## src/rtl/fp32_to_bf16_packer_if.sv

```systemverilog
// Handshake bundle for the FP32 -> BF16 write-back packer.
//   in_data/in_valid/in_ready    : FP32 input stream
//   flush/flush_ack              : request to emit a held half-word
//   out_word/out_lanes/out_valid/out_ready : packed BF16 output stream
// master: the surrounding datapath (producer of FP32, consumer of words)
// slave : the packer itself
interface fp32_to_bf16_packer_if;
    localparam int unsigned FP32_W  = 32;
    localparam int unsigned WORD_W  = 32;
    localparam int unsigned LANES_W = 2;

    logic [FP32_W-1:0]  in_data;
    logic               in_valid;
    logic               in_ready;
    logic               flush;
    logic               flush_ack;
    logic [WORD_W-1:0]  out_word;
    logic [LANES_W-1:0] out_lanes;
    logic               out_valid;
    logic               out_ready;

    modport master (
        output in_data, in_valid, flush, out_ready,
        input  in_ready, flush_ack, out_word, out_lanes, out_valid
    );

    modport slave (
        input  in_data, in_valid, flush, out_ready,
        output in_ready, flush_ack, out_word, out_lanes, out_valid
    );
endinterface

```

## src/rtl/fp32_to_bf16_packer.sv

```systemverilog
// Rounds FP32 partial sums to BF16 (round-to-nearest-even) and packs two
// results per 32-bit word for the output SRAM.
// Ports:
//   clk         : rising-edge clock
//   rst         : synchronous active-low reset
//   bus         : slave side of fp32_to_bf16_packer_if (input stream,
//                 flush request/ack, packed output stream)
//   inexact_cnt : saturating count of accepted inputs that lost bits
// Parameter FTZ: 1 flushes FP32 exponent-0 inputs to signed zero.
module fp32_to_bf16_packer #(
    parameter bit FTZ = 1'b1
) (
    input  logic                   clk,
    input  logic                   rst,
    fp32_to_bf16_packer_if.slave   bus,
    output logic [15:0]            inexact_cnt
);
    localparam int unsigned BF16_W  = 16;
    localparam int unsigned WORD_W  = 32;
    localparam int unsigned LANES_W = 2;
    localparam int unsigned EXP_W   = 8;
    localparam int unsigned FRAC_W  = 23;
    localparam int unsigned CNT_W   = 16;

    typedef enum logic {
        EMPTY = 1'b0,
        HALF  = 1'b1
    } state_t;

    state_t              state;
    logic [BF16_W-1:0]   hold;
    logic [WORD_W-1:0]   out_word;
    logic [LANES_W-1:0]  out_lanes;
    logic                out_valid;

    logic                can_emit_c;
    logic                accept_c;
    logic                flush_ack_c;
    logic [BF16_W-1:0]   r_c;
    logic                inexact_c;

    logic                sign_c;
    logic [EXP_W-1:0]    exp_c;
    logic [FRAC_W-1:0]   frac_c;
    logic                round_up_c;

    // Output register is free when empty or being drained this cycle
    assign can_emit_c  = !out_valid || bus.out_ready;
    assign accept_c    = bus.in_valid && can_emit_c;
    assign flush_ack_c = bus.flush && can_emit_c;

    assign bus.in_ready  = can_emit_c;
    assign bus.flush_ack = flush_ack_c;
    assign bus.out_word  = out_word;
    assign bus.out_lanes = out_lanes;
    assign bus.out_valid = out_valid;

    // RNE narrowing with NaN/Inf/FTZ overrides and inexact detection
    always_comb begin
        sign_c     = bus.in_data[31];
        exp_c      = bus.in_data[30:23];
        frac_c     = bus.in_data[22:0];
        round_up_c = bus.in_data[15] && ((|bus.in_data[14:0]) || bus.in_data[16]);
        r_c        = bus.in_data[31:16] + BF16_W'(round_up_c);
        inexact_c  = (bus.in_data[15:0] != 16'h0000);

        if (exp_c == 8'hFF) begin
            // NaN is canonicalised to quiet; Inf keeps its sign
            r_c       = (frac_c != 23'd0) ? {sign_c, 8'hFF, 7'h40} : {sign_c, 8'hFF, 7'h00};
            inexact_c = 1'b0;
        end else if (FTZ && (exp_c == 8'h00)) begin
            r_c       = {sign_c, 15'h0000};
            inexact_c = (frac_c != 23'd0);
        end
    end

    // Pairing FSM, output register and inexact counter
    always_ff @(posedge clk) begin
        if (!rst) begin
            state       <= EMPTY;
            hold        <= '0;
            out_word    <= '0;
            out_lanes   <= '0;
            out_valid   <= 1'b0;
            inexact_cnt <= '0;
        end else begin
            if (accept_c && inexact_c && (inexact_cnt != {CNT_W{1'b1}})) begin
                inexact_cnt <= inexact_cnt + CNT_W'(1);
            end

            // Drained word drops valid unless an emit below reloads it
            if (bus.out_ready) begin
                out_valid <= 1'b0;
            end

            case (state)
                EMPTY: begin
                    if (accept_c) begin
                        if (bus.flush) begin
                            out_word  <= {16'h0000, r_c};
                            out_lanes <= 2'b01;
                            out_valid <= 1'b1;
                        end else begin
                            hold  <= r_c;
                            state <= HALF;
                        end
                    end
                end
                HALF: begin
                    // A flush alongside the completing input adds no word
                    if (accept_c) begin
                        out_word  <= {r_c, hold};
                        out_lanes <= 2'b11;
                        out_valid <= 1'b1;
                        state     <= EMPTY;
                    end else if (flush_ack_c) begin
                        out_word  <= {16'h0000, hold};
                        out_lanes <= 2'b01;
                        out_valid <= 1'b1;
                        state     <= EMPTY;
                    end
                end
                default: state <= EMPTY;
            endcase
        end
    end
endmodule

```

## src/flat_wrapper.sv

```systemverilog
// flat-port wrapper written by rule: the top's interface ports become plain ports
module fp32_to_bf16_packer_flat 
#(
    parameter bit FTZ = 1'b1
)
  (clk, rst, inexact_cnt, bus_in_data, bus_in_valid, bus_flush, bus_out_ready, bus_in_ready, bus_flush_ack, bus_out_word, bus_out_lanes, bus_out_valid);
  fp32_to_bf16_packer_if bus_i ();
  input  logic clk;
  input  logic rst;
  output logic [15:0] inexact_cnt;
  input wire logic [$bits(bus_i.in_data)-1:0] bus_in_data;
  input wire logic [$bits(bus_i.in_valid)-1:0] bus_in_valid;
  input wire logic [$bits(bus_i.flush)-1:0] bus_flush;
  input wire logic [$bits(bus_i.out_ready)-1:0] bus_out_ready;
  output wire logic [$bits(bus_i.in_ready)-1:0] bus_in_ready;
  output wire logic [$bits(bus_i.flush_ack)-1:0] bus_flush_ack;
  output wire logic [$bits(bus_i.out_word)-1:0] bus_out_word;
  output wire logic [$bits(bus_i.out_lanes)-1:0] bus_out_lanes;
  output wire logic [$bits(bus_i.out_valid)-1:0] bus_out_valid;
  assign bus_i.in_data = bus_in_data;
  assign bus_i.in_valid = bus_in_valid;
  assign bus_i.flush = bus_flush;
  assign bus_i.out_ready = bus_out_ready;
  assign bus_in_ready = bus_i.in_ready;
  assign bus_flush_ack = bus_i.flush_ack;
  assign bus_out_word = bus_i.out_word;
  assign bus_out_lanes = bus_i.out_lanes;
  assign bus_out_valid = bus_i.out_valid;
  fp32_to_bf16_packer #(.FTZ(FTZ)) u_core (.clk(clk), .rst(rst), .bus(bus_i), .inexact_cnt(inexact_cnt));
endmodule
```

## config.mk

```make
export PLATFORM = sky130hd
export DESIGN_NAME = fp32_to_bf16_packer_flat
export DESIGN_NICKNAME = d
export VERILOG_FILES = /design/src/rtl/fp32_to_bf16_packer_if.sv /design/src/rtl/fp32_to_bf16_packer.sv /design/src/flat_wrapper.sv
export SDC_FILE = /design/constraint.sdc
export NUM_CORES = 1
export LEC_CHECK = 0
export CORE_ASPECT_RATIO = 0.75
export CORE_MARGIN = 8
export CORE_UTILIZATION = 25
export DETAILED_ROUTE_END_ITERATION = 10
export PLACE_DENSITY = 0.5
export SYNTH_ARGS = -nofsm -noshare
export SYNTH_HDL_FRONTEND = slang
export SYNTH_SLANG_ARGS = --single-unit
```

## constraint.sdc

```tcl
create_clock -name clk -period 2.65 [get_ports clk]
set_input_delay 0.265 -clock clk [delete_from_list [all_inputs] [get_ports clk]]
set_output_delay 0.265 -clock clk [all_outputs]
set_load 0.03 [all_outputs]
```

# Word level (Yosys, flattened, before mapping)
# Cells that the tools add are included.
[word_totals]
reg_bits = 68
input_bits = 37
out_inout_bits = 53
[op_classes]
addsub = 2
eq_ne = 5
muxes = 26
n_bitwise = 2
reduce_logical = 14
[op_table]
columns = ["op", "count"]
rows = [
  ["$mux 32", 4],
  ["$pmux 32 s2", 1],
  ["$mux 16", 2],
  ["$reduce_bool 23->1", 1],
  ["$add 16x1->16", 1],
  ["$add 16x1->16 const B", 1],
  ["$ne 16x16->1 const B", 1],
  ["$reduce_bool 16->1", 1],
  ["$reduce_or 15->1", 1],
  ["$mux 1", 11],
  ["$eq 8x8->1 const B", 1],
  ["$logic_not 8->1", 1],
  ["$mux 2", 4],
  ["$mux 7", 1],
  ["$reduce_and 3->1", 2],
  ["$logic_and 1x1->1", 5],
  ["$pmux 1 s2", 2],
  ["$pmux 2 s2", 1],
  ["$ne 3x3->1 const B", 1],
  ["$logic_or 1x1->1", 2],
  ["$ne 2x1->1 const B", 1],
  ["$ne 2x2->1 const B", 1],
  ["$not 1->1", 2],
  ["$logic_not 1->1", 1],
]

# Longest topological paths before layout
# Gate-level depths: netlist of run 1.
[logic_depth]
depth_word = 9
depth_mapped = 8
depth_no_buf = 7

# Worst setup path after synthesis of run 1
# OpenSTA, ideal clock, no wires.
[synth_timing]
path_type = "register to register"
from = "register u_core.out_valid (netlist: u_core.bus.out_valid)"
to = "register u_core.hold[6]"
setup_ns = 0.059
arrival_time_ns = 2.061
path_slack_ns = 0.530
stages_incl_launch_ff = 7
path_buffers = 1
synth_period_minus_slack_ns = 2.120
path_cell_list = "dfxtp_1 -> nand2b_1 -> clkbuf_1 -> nand2_1 -> nor3_1 -> o21ai_0 -> o21ba_1"
[synth_between]
elab_chain_len = 4
[synth_rtl]
columns = ["item", "line", "rtl"]
rows = [
  ["start: declaration", "fp32_to_bf16_packer.sv:34", "logic out_valid;"],
  ["start signal: assignment", "fp32_to_bf16_packer.sv:84", "out_valid <= 1'b0;"],
  ["start signal: assignment", "fp32_to_bf16_packer.sv:93", "out_valid <= 1'b0;"],
  ["start signal: assignment", "fp32_to_bf16_packer.sv:102", "out_valid <= 1'b1;"],
  ["$logic_not 1->1", "fp32_to_bf16_packer.sv:48", "assign can_emit_c = !out_valid || bus.out_ready;"],
  ["$logic_or 1x1->1", "fp32_to_bf16_packer.sv:48", ""],
  ["named net bus_in_ready", "flat_wrapper.sv:15", "output wire logic [$bits(bus_i.in_ready)-1:0] bus_in_ready;"],
  ["$logic_and 1x1->1", "fp32_to_bf16_packer.sv:49", "assign accept_c = bus.in_valid && can_emit_c;"],
  ["$reduce_and 3->1 (no source line)", "n/a", ""],
  ["end signal: assignment", "fp32_to_bf16_packer.sv:104", "hold <= r_c;"],
  ["end: declaration", "fp32_to_bf16_packer.sv:31", "logic [BF16_W-1:0] hold;"],
]
# The timed path passes the listed nets, and every way through them passes these cells.
# A chain may end at the register's enable or synchronous reset.

# Final worst setup path of run 1
[layout_timing]
from = "input bus_in_data[23]"
to = "register u_core.inexact_cnt[4]"
[layout_between]
elab_chain_len = 5
elab_cells_between_ends = 6
cone_classes = "eq/ne: 1; mux: 2; reduce/logical: 3"
[layout_rtl]
columns = ["item", "line", "rtl"]
rows = [
  ["start: declaration", "flat_wrapper.sv:11", "input wire logic [$bits(bus_i.in_data)-1:0] bus_in_data;"],
  ["$logic_not 8->1", "fp32_to_bf16_packer.sv:71", "end else if (FTZ && (exp_c == 8'h00)) begin"],
  ["$mux 1", "fp32_to_bf16_packer.sv:71", ""],
  ["$mux 1 *", "fp32_to_bf16_packer.sv:67", "if (exp_c == 8'hFF) begin"],
  ["$logic_and 1x1->1 * (2 in series)", "fp32_to_bf16_packer.sv:87", "if (accept_c && inexact_c && (inexact_cnt != {CNT_W{1'b1}})) begin"],
  ["end signal: assignment", "fp32_to_bf16_packer.sv:88", "inexact_cnt <= inexact_cnt + CNT_W'(1);"],
  ["end: declaration", "fp32_to_bf16_packer.sv:16", "output logic [15:0] inexact_cnt"],
]
# Every way passes the cells marked *; elsewhere a longest branch is shown, timed or not.

==> metrics.yaml, run 1 <==
run_status:
  status: "complete, no violations"
cells_and_area:
  final_nets: 556
  drive_gt1_share_pct: 9.39
  antennaDiodeCount: 0
  syn_to_final_growth_pct: 43.4
  multi_input_comb_area_um2: 1860
  fill_cells: 1316
  finalInstanceArea_um2: 4840
  regArea_um2: 1360
pwr:
  irDropWorstVdd_mv: 0.264
  leakagePower_uw: 0.00163
  power.total_uw: 2620
  powerDensity_nw_per_um2: 541
synth:
  yosys_warnings: 0
  yosysSeqAreaShare_pct: 40.3
  synth_ff_type: "dfxtp_1"
  synth.distinct_cells: 54
  synthTopCellsByCount: "dfxtp_1 (68), nand2_1 (50), a21oi_1 (34)"
  synth_area_per_cell_um2: 8.10
  synth_fp_nets: 456
  yosysMostFrequentCell: "dfxtp_1"
  synth-edff-count: 0
  synth_top_cell_by_area: "dfxtp_1"
  synthArstFlopShare_pct: 0
  ys_seq_elements: 68
  synthTopCellsByArea: "dfxtp_1 (40%), nand2_1 (5.6%), a21oi_1 (5.0%)"
  synth.top_cell.area_share_pct: 40.3
  netlist_area_um2: 3380
  synthCells: 417
die:
  initial_core_util_pct: 25.8
  die_area_um2: 17500
  num_rows: 36
  fp.dieW_um: 150
  die_h_um: 117
  coreArea_um2: 13100
  io_pins: 90
global_routing:
  grt_pass1_wl_um: 18100
  grt_pass1_vias: 3406
  grt_max_degree: 43
  gr-total-overflow: 0
  grt_usage_pct: 13.1
  grt_antenna_before_repair: 0
cts:
  hold_buffers: 0
  cts_tree: "yes"
  post_cts_resized: 0
  clk_latency_ps: 330
  clkSlewWorstSetupHoldPaths_ps: 50
  cts_made_buffers: 9
  cts_max_level: 3
  clk_path_buf_depth: 2
  cts.sinks: 68
  cts_setup_buffers: 0
  cts_root_buf: "clkbuf_16"
routing:
  wire_per_inst_um: 16.0
  first_pass_iters: 4
  drc: 0
  drt_iter0_drc: 224
  num_vias: 3422
  viasPerCell: 4.94
  drt-total-wl_um: 11100
  postRouteAntennaNets: 0
worst_setup_path:
  crit_top_cell: "or4_1"
  start_kind: "input pin"
  worst-path-max-fanout: 26
  cp_slowest_stage_delay_ps: 630
  cp_data_arrival_time_ps: 2510
  critPathKind: "in -> reg"
  crit_path_end_kind: "flip-flop"
  critPathRequiredTime_ps: 2910
  crit_chain: "clkdlybuf4s50_1 -> or4_1 -> a211oi_2 -> o311ai_2 -> buf_12 -> or4_1 -> a21oi_1"
  crit_path_top_delay_cell: "or4_1"
sta:
  period_share_pct: 84.6
  final_max_slew_viol_count: 0
  slew_headroom_pct: 63.5
  finalHoldViolCount: 0
  tns_ps: 0
  tightest_slew_ps: 540
  rsz0062_at_grt: "no"
  max_freq_mhz: 446
  finalSetupViolations: 0
  min_period_ps: 2240
  finClkSkew_ps: 5.08
place:
  place_congestion: 0.808
  portBuffers: 89
  dp_hpwl_um: 8410
  placed_area_um2: 4570
worst_hold_path:
  hold_class: "reg -> reg"
job:
  drv_cap: 0
==> flip-flops by register name (all words and copies together), names as in the netlist <==
| signal | cells |
|---|---|
| u_core.state | 1 |
| u_core.inexact_cnt | 16 |
| u_core.bus.out_lanes | 2 |
| u_core.bus.out_word | 32 |
| u_core.hold | 16 |
| u_core.bus.out_valid | 1 |
==> metal layers <==
| layer | GRT usage (%) | wire [um] | vias to the layer above |
|---|---|---|---|
| met5 | 0 | 0 | - |
| met4 | 4.32 | 137 | 0 |
| met3 | 4.37 | 832 | 13 |
| met2 | 19.2 | 4600 | 90 |
| met1 | 17.7 | 5510 | 1582 |
| li1 | - | - | 1737 |
==> worst paths after layout <==
path | cells past startpoint | end | from | slack, ps
max | 7 | u_core.inexact_cnt[4] | bus_in_data[23] | 410
min | 2 | u_core.bus.out_word[28] | u_core.bus.out_word[28] | 450
max reg2reg | 6 | u_core.inexact_cnt[3] | u_core.inexact_cnt[3] | 610
min reg2reg | 2 | u_core.bus.out_word[28] | u_core.bus.out_word[28] | 450
==> per-stage QoR <==
stage	instances	hold slack, ps	setup WS (ps)	utilization, %
floorplan	417	401	530	-
global placement	677	444	96.0	34.9
detailed placement	677	445	78.2	34.9
CTS	693	454	415	36.9
global route	693	477	302	36.9
finish	693	451	408	36.9
==> cell usage in the layout, fill, tap and decap left out, drive strengths merged, types with 11 or more instances in the layout <==
cell | Yosys | routed
buf | 6 | 27
clkbuf | 21 | 11
o21ai | 35 | 35
dfxtp | 68 | 68
nand4 | 12 | 12
nand2 | 50 | 50
nor3 | 13 | 13
nor2 | 28 | 28
o21a | 13 | 13
clkdlybuf4s50 | 0 | 89
a21oi | 34 | 34
nand3 | 22 | 22
==> final cells by class <==
cell class / count / share of cell area (%)
Multi-Input combinational cell: 313 / 38.3
Sequential cell: 68 / 28.1
Timing Repair Buffer: 116 / 22.8
Clock buffer: 11 / 4.81
Tap cell: 171 / 4.42
Clock inverter: 5 / 0.775
Inverter: 9 / 0.698
==> critical path, delay by kind of cell <==
| kind | cells | cell delay [ps] |
|---|---|---|
| compound gates | 3 | 530 |
| buf+inv | 2 | 610 |
| simple gates | 2 | 1100 |
==> cell families (layout without fill, tap and decap cells) <==
group                      after synthesis  in the layout  share of synthesized area [%]
DFF                                     68             68                           40.3
AOI/OAI and AO/OA                      120            120                           23.0
adders and majority gates                3              3                           1.04
xor gates and xnor gates                 8              8                           2.07
muxes                                    7              7                           2.07
and+or+nand+nor                        175            175                           26.8
buffers and inverters                   36            141                           4.71
==> where the power goes <==
| group | leakage (uW) | switching [uW] | internal, uW |
|---|---|---|---|
| Sequential | 0.000554 | 28.5 | 1070 |
| Combinational | 0.000947 | 246 | 192 |
| Clock | 0.000126 | 448 | 636 |
| Total | 0.00163 | 723 | 1900 |
No activity file was read; power rests on OpenSTA's default activity.
==> inputs of run 2 (changes only) <==
--- a/config.mk
+++ b/config.mk
@@ -9,7 +9,7 @@
 export CORE_MARGIN = 8
 export CORE_UTILIZATION = 25
 export DETAILED_ROUTE_END_ITERATION = 10
-export PLACE_DENSITY = 0.5
+export PLACE_DENSITY = 0.51
 export SYNTH_ARGS = -nofsm -noshare
 export SYNTH_HDL_FRONTEND = slang
 export SYNTH_SLANG_ARGS = --single-unit
==> constraint.sdc (replaced) <==
create_clock -name clk -period 1.85 [get_ports clk]
set_input_delay 0.185 -clock clk [delete_from_list [all_inputs] [get_ports clk]]
set_output_delay 0.185 -clock clk [all_outputs]
set_load 0.03 [all_outputs]
==> run 2 against run 1 <==
The flow now finishes with violations (setup timing). Count of clock-buffer cells in the layout up 1. Utilization rose by 6.6 points. Sequential cell count unchanged. First-iteration DRC count fell by 23%. Register-to-register slack got worse by 620 ps. Combinational power up 60%. Sequential share of layout area fell by 3.6 points. Clock skew grew 3.9 ps. Via count is 9.6% higher. Clock power rose by 72%. Critical path depth unchanged.
==> metrics.yaml, run 2 (synthesis results as in run 1) <==
pwr:
  leakagePower_uw: 0.00216  # +33%
  powerDensity_nw_per_um2: 722  # +33%
  irDropWorstVdd_mv: 0.584  # +120%
  power.total_uw: 4120  # +57%
sta:
  slew_headroom_pct: 61.2  # -2.3 points
  finalSetupViolations: 2  # +2
  period_share_pct: 101
  tightest_slew_ps: 578  # +37.9 ps
  tns_ps: -17.3  # -17.3 ps
  min_period_ps: 1860
  finalHoldViolCount: 0  # unchanged
  finClkSkew_ps: 8.95  # +3.87 ps
  setup_ws_ps: -12.1  # -420 ps
  final_max_slew_viol_count: 0  # unchanged
  max_freq_mhz: 537
  rsz0062_at_grt: "yes"
die:
  die_h_um: 117  # unchanged
  num_rows: 36  # unchanged
  initial_core_util_pct: 25.8  # unchanged
  coreArea_um2: 13100  # unchanged
  die_area_um2: 17500  # unchanged
  io_pins: 90  # unchanged
  fp.dieW_um: 150  # unchanged
worst_setup_path:
  reg2reg_from: "u_core.inexact_cnt[0]"
  critPathRequiredTime_ps: 2060  # -850 ps
  reg2reg_slack_ps: -10  # -620 ps
  worst-path-max-fanout: 5  # -81%
  worst_r2r_path_depth: 7  # +1
  r2r-end: "u_core.inexact_cnt[10]"
  crit_path_end_kind: "flip-flop"
  start_kind: "flip-flop"
  cp_data_arrival_time_ps: 2070  # -440 ps
  critPathKind: "reg -> reg"
job:
  drv_cap: 0  # unchanged
place:
  place_congestion: 0.829  # +2.6%
  dp_slack_ps: -718  # -796 ps
  dp_hpwl_um: 9260  # +10%
  portBuffers: 89  # unchanged
routing:
  postRouteAntennaNets: 0  # unchanged
  drt_iter0_drc: 173  # -23%
  wire_per_inst_um: 15.8  # -0.90%
  first_pass_iters: 4  # unchanged
  viasPerCell: 4.86  # -1.5%
  num_vias: 3750  # +9.6%
  drc: 0  # unchanged
  drt-total-wl_um: 12200  # +10%
cells_and_area:
  layout_commonest_cell: "buf_4"
  final_nets: 634  # +14%
  layout_common_cells: "buf_4 (98), clkdlybuf4s50_1 (68), dfxtp_1 (54)"
  antennaDiodeCount: 0  # unchanged
  syn_to_final_growth_pct: 69.0
  largest_register_ffs: 32  # unchanged
  regArea_um2: 1400  # +2.8%
  multi_input_comb_area_um2: 2050  # +11%
  regMostFlops: "u_core.bus.out_word"
  fill_cells: 1280  # -2.7%
  drive_gt1_share_pct: 28.3  # +19 points
  largest_registers: "u_core.bus.out_word: 32 flops, u_core.hold: 16 flops, u_core.inexact_cnt: 16 flops"
global_routing:
  gr-total-overflow: 0  # unchanged
  grt_antenna_before_repair: 0  # unchanged
  grt_pass1_wl_um: 19300  # +6.8%
  grt_pass1_vias: 3649  # +7.1%
  grt_usage_pct: 14.1  # +1.0 points
  grt_max_degree: 30  # -30%
cts:
  cts_made_buffers: 9  # unchanged
  cts.sinks: 68  # unchanged
  cts_max_level: 3  # unchanged
  cts_tree: "yes"
  hold_buffers: 0  # unchanged
  clk_latency_ps: 330  # about the same
  clkSlewWorstSetupHoldPaths_ps: 60  # about the same
  cts_root_buf: "clkbuf_16"
  clk_path_buf_depth: 2  # unchanged
worst_hold_path:
  holdPathStages: 4  # +2
  hold_class: "in -> reg"
  min-delay-start: "bus_in_data[26]"
  hold_end: "u_core.bus.out_word[10]"
run_status:
  status: "finished, violations left"
  violations: "setup timing"
-- run 2: cell types whose count changed in the layout (fill, tap and decap cells not counted), sizes merged --
cell           delta
buf              +82
bufinv            +1
clkbuf            +2
clkdlybuf4s15     +2
clkdlybuf4s50    -21
clkinv            -2
dlygate4sd2       +4
dlymetal6s2s      +8
o311ai            +2
-- run 2: worst max path at each step --
stage                                startpoint                      to  slack (ps)  depth (start not counted)
final                     u_core.inexact_cnt[0]  u_core.inexact_cnt[10]         -10                          7
after global routing      u_core.inexact_cnt[0]   u_core.inexact_cnt[9]         -50                          7
after CTS                 u_core.inexact_cnt[7]  u_core.inexact_cnt[13]         -20                          6
after detailed placement        bus_in_data[23]  u_core.inexact_cnt[15]        -720                          6
after global placement          bus_in_data[23]  u_core.inexact_cnt[15]        -620                          6
after floorplan                 bus_in_data[25]   u_core.inexact_cnt[9]          -1                          7
-- run 2: layer usage --
| layer | GRT usage [%] | share of wire, % | up-vias |
|---|---|---|---|
| met5 | 0 | 0 | - |
| met4 | 4.45 | 1.0 | 0 |
| met3 | 3.68 | 4.2 | 9 |
| met2 | 22.5 | 46 | 64 |
| met1 | 18.4 | 48 | 1774 |
| li1 | - | - | 1903 |
-- run 2: stage by stage --
stage / cells / cell area (um2) / util, % / hold slack, ps
after floorplan: 417 / 3460 / - / 321
after global placement: 746 / 5150 / 39.3 / 434
after detailed placement: 746 / 5150 / 39.3 / 440
after CTS: 771 / 5580 / 42.6 / 320
after global routing: 771 / 5710 / 43.5 / 339
final: 771 / 5710 / 43.5 / 316
-- run 2: power breakdown --
part           leakage [uW]  internal, uW  total, uW  switching, uW
combinational       0.00144           320        699            378
sequential         0.000563          1520       1560           37.0
clock              0.000156          1210       1860            652
-- run 2: worst max-delay path, cell delays in order, from the launching register on --
cell and delay [ps]:
dfxtp_4 360, ha_4 140, nand3_2 70, or4_4 610
o311ai_4 200, buf_6 210, nor4_4 40, mux2i_1 130
-- run 2: area by class of cell --
type | instances | share of cell area [%]
sequential | 68 | 24.5
multi-input combinational | 315 | 36.0
tap | 171 | 3.75
clock buffer | 12 | 4.89
inverter | 9 | 0.592
clock inverter | 4 | 0.899
timing repair buffer | 192 | 29.4
-- run 2: timing repair --
item | in CTS | in global routing
gates cloned | 2 | 0
buffers inserted | 7 | 1
pin swaps | 9 | 15
endpoints found under the setup margin | 19 | 29
gates resized for setup | 38 | 30
